==> src/rtl/hazard_scoreboard.sv <==
// hazard_scoreboard: E/M/W destination-tag scoreboard producing the D-stage stall and mult/div busy tracking
module hazard_scoreboard (
    input  logic       clk,
    input  logic       reset,
    input  logic [4:0] rs_d,
    input  logic [4:0] rt_d,
    input  logic [1:0] tuse_rs_d,
    input  logic [1:0] tuse_rt_d,
    input  logic [4:0] dest_d,
    input  logic       regwrite_d,
    input  logic [1:0] tnew_d,
    input  logic       md_start_d,
    input  logic       md_div_d,
    input  logic       md_use_d,
    output logic       stall,
    output logic [4:0] wreg_e,
    output logic [4:0] wreg_m,
    output logic [4:0] wreg_w,
    output logic       regwrite_e,
    output logic       regwrite_m,
    output logic       regwrite_w,
    output logic       ready_e,
    output logic       ready_m,
    output logic       md_busy
);
    localparam logic [3:0] MULT_CYCLES = 4'd5;
    localparam logic [3:0] DIV_CYCLES  = 4'd10;

    logic [4:0] r_dest_e, r_dest_m, r_dest_w;
    logic       r_rw_e, r_rw_m, r_rw_w;
    logic [1:0] r_tnew_e, r_tnew_m;
    logic [3:0] r_md_cnt;

    logic       w_hz_rs, w_hz_rt, w_md_block, w_stall;
    logic [1:0] w_tnew_e_dec;

    // A source stalls only when an E or M producer cannot deliver before D needs it; W always forwards
    always_comb begin
        w_hz_rs = (rs_d != 5'd0) && (tuse_rs_d != 2'd3) &&
                  ((r_rw_e && r_dest_e == rs_d && r_tnew_e > tuse_rs_d) ||
                   (r_rw_m && r_dest_m == rs_d && r_tnew_m > tuse_rs_d));
        w_hz_rt = (rt_d != 5'd0) && (tuse_rt_d != 2'd3) &&
                  ((r_rw_e && r_dest_e == rt_d && r_tnew_e > tuse_rt_d) ||
                   (r_rw_m && r_dest_m == rt_d && r_tnew_m > tuse_rt_d));
        w_md_block   = (md_use_d || md_start_d) && (r_md_cnt != 4'd0);
        w_stall      = w_hz_rs || w_hz_rt || w_md_block;
        w_tnew_e_dec = (r_tnew_e == 2'd0) ? 2'd0 : r_tnew_e - 2'd1;
    end

    // E stage: take the D instruction, or a bubble while D is held
    always_ff @(posedge clk or negedge reset) begin
        if (!reset) begin
            r_dest_e <= 5'd0;
            r_rw_e   <= 1'b0;
            r_tnew_e <= 2'd0;
        end else begin
            r_dest_e <= w_stall ? 5'd0 : dest_d;
            r_rw_e   <= w_stall ? 1'b0 : regwrite_d;
            r_tnew_e <= w_stall ? 2'd0 : tnew_d;
        end
    end

    // M and W stages advance every cycle; tnew counts down toward zero on the way
    always_ff @(posedge clk or negedge reset) begin
        if (!reset) begin
            r_dest_m <= 5'd0;
            r_rw_m   <= 1'b0;
            r_tnew_m <= 2'd0;
            r_dest_w <= 5'd0;
            r_rw_w   <= 1'b0;
        end else begin
            r_dest_m <= r_dest_e;
            r_rw_m   <= r_rw_e;
            r_tnew_m <= w_tnew_e_dec;
            r_dest_w <= r_dest_m;
            r_rw_w   <= r_rw_m;
        end
    end

    // Mult/div occupancy: a start only takes effect when D actually issues, otherwise it is retried
    always_ff @(posedge clk or negedge reset) begin
        if (!reset) begin
            r_md_cnt <= 4'd0;
        end else if (md_start_d && !w_stall) begin
            r_md_cnt <= md_div_d ? DIV_CYCLES : MULT_CYCLES;
        end else if (r_md_cnt != 4'd0) begin
            r_md_cnt <= r_md_cnt - 4'd1;
        end
    end

    assign stall      = w_stall;
    assign wreg_e     = r_dest_e;
    assign wreg_m     = r_dest_m;
    assign wreg_w     = r_dest_w;
    assign regwrite_e = r_rw_e;
    assign regwrite_m = r_rw_m;
    assign regwrite_w = r_rw_w;
    assign ready_e    = r_rw_e && (r_tnew_e == 2'd0);
    assign ready_m    = r_rw_m && (r_tnew_m == 2'd0);
    assign md_busy    = (r_md_cnt != 4'd0);
endmodule

==> config.mk <==
export PLATFORM = sky130hd
export DESIGN_NAME = hazard_scoreboard
export DESIGN_NICKNAME = d
export VERILOG_FILES = /design/src/rtl/hazard_scoreboard.sv
export SDC_FILE = /design/constraint.sdc
export NUM_CORES = 1
export LEC_CHECK = 0
export CAP_MARGIN = 10
export CORE_ASPECT_RATIO = 1.2
export CORE_MARGIN = 2
export CORE_UTILIZATION = 30
export DETAILED_ROUTE_END_ITERATION = 6
export SYNTH_ARGS = -nofsm -noshare
export SYNTH_HDL_FRONTEND = slang
export SYNTH_SLANG_ARGS = --single-unit
==> constraint.sdc <==
create_clock -name clk -period 1.99 [get_ports clk]
set_input_delay 0.398 -clock clk [delete_from_list [all_inputs] [get_ports clk]]
set_output_delay 0.398 -clock clk [all_outputs]
set_load 0.005 [all_outputs]
* Word level (Yosys, flattened, before mapping)
Cells that the tools add are included.
** Operators by class
- Add/sub/neg operators :: 2
- Equal/unequal tests :: 6
- Muxes and demuxes :: 7
- Reduce and logical (&&, ||, !) cells :: 28
- Order comparisons :: 4
** Operator list (count)
- equality test 5 bit :: 4
- logical AND 1 bit :: 16
- 2-to-1 mux 4 bit :: 3
- nonzero test 5 bit :: 2
- > comparator 2 bit :: 4
- logical OR 1 bit :: 5
- 2-to-1 mux 5 bit :: 1
- zero test 2 bit :: 2
- 2-to-1 mux 2 bit :: 2
- != test 2 bit (second input constant) :: 2
- nonzero test 4 bit :: 1
- subtractor 4 x 1 -> 4 bit (second input constant) :: 1
- nonzero test 2 bit :: 1
- subtractor 2 x 1 -> 2 bit (second input constant) :: 1
- zero test 1 bit :: 1
- 2-to-1 mux 1 bit :: 1
** Word-level totals
- Flip-flop bits (word level) :: 26
- Logic and storage cells :: 56
- Output and inout port bits :: 22
- Input port bits :: 27

* Longest topological paths before layout
Gate-level depths: netlist of the first run.
- Depth in word-level cells :: 10
- Depth in mapped cells :: 8
- Mapped depth without buffers :: 8

* Worst setup path after synthesis of the first run
Ideal clock, no wire load.
- Path kind :: input port to output port
- From :: in tuse_rt_d[1]
- To :: out stall
- Setup slack :: 0.150 ns
- Cell stages on the path :: 7
- Data arrival time :: 1.442 ns
- Cell sequence :: inv_1 ha_1 nor2b_1 o2111ai_1 nor4_1 o21ai_1 o211ai_2
** Between the ends
- Word-level cells in the longest chain between the ends :: 6
- Elaborated cells on any way between the ends :: 10
** RTL lines
- start: declaration :: RTL line 8 : input logic [1:0] tuse_rt_d,
- > comparator 2 bit, on equally long branches :: RTL line 43, 44
- logical AND 1 bit, on equally long branches :: RTL line 43, 44
- logical OR 1 bit :: RTL line 43 : ((r_rw_e && r_dest_e == rt_d && r_tnew_e > tuse_rt_d) ||
- logical AND 1 bit (*) :: RTL line 42 : w_hz_rt = (rt_d != 5'd0) && (tuse_rt_d != 2'd3) &&
- logical OR 1 bit (*) (2 in series) :: RTL line 46 : w_stall = w_hz_rs || w_hz_rt || w_md_block;
- end: declaration :: RTL line 15 : output logic stall,
Mark *: on every way between the ends. The rest lies on a longest branch, timed or not.

* Final worst setup path of the first run
- From :: reg r_tnew_m[1]
- To :: out stall
** Between the ends
- Word-level cells in the longest chain between the ends :: 6
- Elaborated cells on any way between the ends :: 10
** RTL lines
- start: declaration :: RTL line 31 : logic [1:0] r_tnew_e, r_tnew_m;
- start signal: assignment :: RTL line 74 : r_tnew_m <= w_tnew_e_dec;
- > comparator 2 bit, on equally long branches :: RTL line 41, 44
- logical AND 1 bit, on equally long branches :: RTL line 41, 44
- logical OR 1 bit, on equally long branches :: RTL line 40, 43
- logical AND 1 bit, on equally long branches :: RTL line 39, 42
- logical OR 1 bit (*) (2 in series) :: RTL line 46
Marks and branches as above.

==> metrics.md, run 1 <==
| Metric | Value |
|---|---|
| Top achievable clock speed | `429 MHz` |
| Largest net degree at the start of global routing | `27` |
| Layout cells sized above 1 | `0.332` |
| Cells after synthesis | `131` |
| Worst setup margin | `-0.339 ns` |
| Hpwl dp | `2840 um` |
| Worst-Skew Late Latency | `0.28 ns` |
| Req. time, crit path | `1.59 ns` |
| Die area | `0.00503 mm2` |
| Syn_nets | `168` |
| Part of the Yosys area used for sequential elements | `0.484` |
| Power share of the combinational group | `0.455` |
| GP Congestion | `0.953` |
| Maximum VDD drop | `461 uV` |
| Placed insts | `265` |
| Final std cells w/o fill | `276` |
| Filler instances | `369` |
| Post-route cell area | `0.00240 mm2` |
| Slowest stage delay, CP | `0.42 ns` |
| Cell area after placement | `0.00212 mm2` |
| Vias in the first global route | `1,354` |
| 1st-iter DRT viols | `10` |
| Antenna Violating Nets Remaining | `0` |
| CTS Buf Count | `3` |
| Clk buf depth | `2` |
| Post-DR vias/cell | `4.54` |
| Port Buffers | `48` |
| First-pass GRT wire length | `5980 um` |
| Slew Viols, Final | `0` |
| Yosys top cell area share | `0.484` |
| Failing checks | `setup timing` |
| Most common cell after layout, fill and taps aside | `buf_4` |
| Largest area contributor in the netlist | `dfrtp_1` |
| Hold Crit Class | `input pin to asynchronous set/reset pin` |
| P_int | `1.36 mW` |
| Core area | `0.00429 mm2` |
| Critical Path AT | `1.93 ns` |
| Total track usage | `0.158` |
| Row Count | `26` |
| Switching pwr | `647 uW` |
| CTS root buffer | `clkbuf_8` |
| DRC Markers | `0` |
| Main area contributors after synthesis | `dfrtp_1 48%, xnor2_1 10%, ha_1 9.3%, inv_1 5.3%, xor2_1 3.9%` |
| CTS tree | `done` |
| Routed wire length | `3750 um` |
| Clock Sinks | `26` |
| RSZ-0062 raised after global routing | `yes` |
| Total number of yosys warnings | `0` |
| Startpoint types | `flop` |
| Rel. slew slack | `0.779` |
| Setup Skew | `0.00354 ns` |
| Layout area overhead | `78.6%` |
| Distinct cells, synth | `25` |
| Switch share | `0.323` |
| Nets | `258` |
| IO Count | `49` |
| H-Tree Depth | `1` |
| PD cells | `834 mW/mm2` |
| Tmin final | `2.33 ns` |
| Worst-path clk slew | `0.09 ns` |
| GR Overflow Total | `0` |
| Starting Density | `0.313` |
| CP Class | `flop to output pin` |
| Initial antenna violation count | `0` |
| Register bit total from synthesis | `26` |
| Status | `finished with violations` |
| Die H | `77.3 um` |
| Max Cap Viol | `0` |
| Syn Std Cell Area | `0.00134 mm2` |
| Slowest CP cell | `dfrtp_1` |
| Crit Path Max Fanout | `2` |
| Post-route clock period utilization | `1.17` |
| Number of antenna diodes | `0` |
| Syn_area_per_cell | `10.3 um2` |
| Lkg Pwr | `1.14 nW` |
| Clock share of power | `0.173` |
| Die W | `65.1 um` |
| Fin. Hold Viols | `0` |
| CTS Hold Bufs | `0` |
| Vias | `1,254` |
| # setup viols final | `5` |
| Worst-path cell chain | `buf_4 -> ha_4 -> a21oi_1 -> nor4_2 -> o21ai_1 -> o211ai_2 -> buf_2` |
| Commonest cells after routing, fill and taps aside | `37 x buf_4, 33 x clkdlybuf4s50_1, 25 x dfrtp_1` |
| Flop pwr share | `0.371` |
| Worst R2R Path Depth | `11` |
| Slew @ Worst Pin | `0.332 ns` |
| DRT Pass-1 Iters | `3` |
| WL per Instance | `13.6 um` |
| Crit. End Element | `output pin` |
## power groups by stage
stage | clock network, mW | logic, mW | registers, mW
6_report | 0.347 | 0.912 | 0.743
5_1_grt | 0.391 | 1.00 | 0.758
4_1_cts | 0.361 | 0.859 | 0.739
3_5_place_dp | 0 | 0.799 | 0.748
3_3_place_gp | 0 | 0.773 | 0.744
2_1_floorplan | 0 | 0.348 | 0.745
## sequential cells by signal, indices dropped and copies added, names as in the netlist
name        count
wreg_e          5
r_tnew_m        2
r_md_cnt        4
wreg_m          5
wreg_w          5
regwrite_m      1
regwrite_w      1
regwrite_e      1
r_tnew_e        2
## routing by layer
| layer | vias up | track usage | share of wire |
|---|---|---|---|
| met5 | - | 0 | 0 |
| met4 | 0 | 0.0917 | 0.036 |
| met3 | 9 | 0.0220 | 0.036 |
| met2 | 38 | 0.294 | 0.53 |
| met1 | 599 | 0.164 | 0.40 |
| li1 | 608 | - | - |
## worst paths after layout
check,start,to,slack (ns)
max in group asynchronous,reset,r_tnew_e[1],1.23
min reg2reg,regwrite_e,regwrite_m,0.49
max,r_tnew_m[1],stall,-0.34
min,reset,wreg_w[0],0.49
min in group clk,regwrite_e,regwrite_m,0.49
max reg2reg,r_tnew_m[1],r_md_cnt[1],-0.22
## area by class of cell
cell class                      count  area (um2)  area share
Clock buffer                        4        55.1      0.0229
Inverter                           19        71.3      0.0297
Multi-Input combinational cell     85         785       0.327
Sequential cell                    26         652       0.272
Tap cell                           56        70.1      0.0292
Timing Repair Buffer               86         767       0.320
## per-stage QoR
stage	utilization	hold WS (ns)	TNS, ns	worst slack [ns]	total power, mW
2_1_floorplan	-	0.102	0	0.150	1.09
5_1_grt	0.559	0.512	-1.40	-0.387	2.15
3_3_place_gp	0.494	0.460	-4.48	-0.854	1.52
3_5_place_dp	0.494	0.460	-5.36	-0.909	1.55
4_1_cts	0.531	0.482	-0.949	-0.324	1.96
6_report	0.559	0.485	-1.09	-0.339	2.00
## cells in the mapped netlist
master     count
dfrtp_1       26
inv_1         19
xnor2_1       16
nor2_1        13
ha_1          10
nand3_1        6
xor2_1         6
a21oi_1        5
nor4_1         4
nand2_1        3
nor3_1         3
a22oi_1        2
and2_1         2
mux2i_1        2
nor2b_1        2
nor3b_1        2
o21ai_1        2
a21boi_0       1
buf_2          1
nand4_2        1
o2111ai_1      1
o211ai_2       1
o21ai_0        1
o22ai_1        1
or3_1          1
## cell families (layout without fill, tap and decap cells)
kind of cell / after synthesis / in the layout / share of synthesized area
AO/OA/AOI/OAI: 14 / 14 / 0.0670
XOR/XNOR: 22 / 22 / 0.143
adder cells (fa/ha/maj): 10 / 10 / 0.0931
buffers and inverters: 20 / 109 / 0.0568
flip-flops: 26 / 26 / 0.484
multiplexers: 2 / 2 / 0.0149
AND/OR/NAND/NOR: 37 / 37 / 0.141
## worst max-delay path, delay by kind of cell, from the launching register on
family                   cells  cell delay, ns
flip-flops                   1            0.42
AO/OA/AOI/OAI                3            0.34
buffers and inverters        2            0.33
AND/OR/NAND/NOR              1            0.30
adder cells (fa/ha/maj)      1            0.26
## repair_timing
action	CTS	global route
buffers inserted	6	1
gates resized for setup	28	24
pin swaps	9	13
endpoints found under the setup margin	14	16
hold endpoints to repair	0	0
Note: power is estimated with default switching activity, not from simulation.
==> run 2, diff against run 1 <==
--- a/config.mk
+++ b/config.mk
@@ -9,6 +9,7 @@
 export CORE_ASPECT_RATIO = 1.2
 export CORE_MARGIN = 2
 export CORE_UTILIZATION = 30
+export CTS_CLUSTER_SIZE = 14
 export DETAILED_ROUTE_END_ITERATION = 6
 export SYNTH_ARGS = -nofsm -noshare
 export SYNTH_HDL_FRONTEND = slang
==> results of run 2 <==
Same layout as run 1: the final DEF is identical, and so are final timing and power.
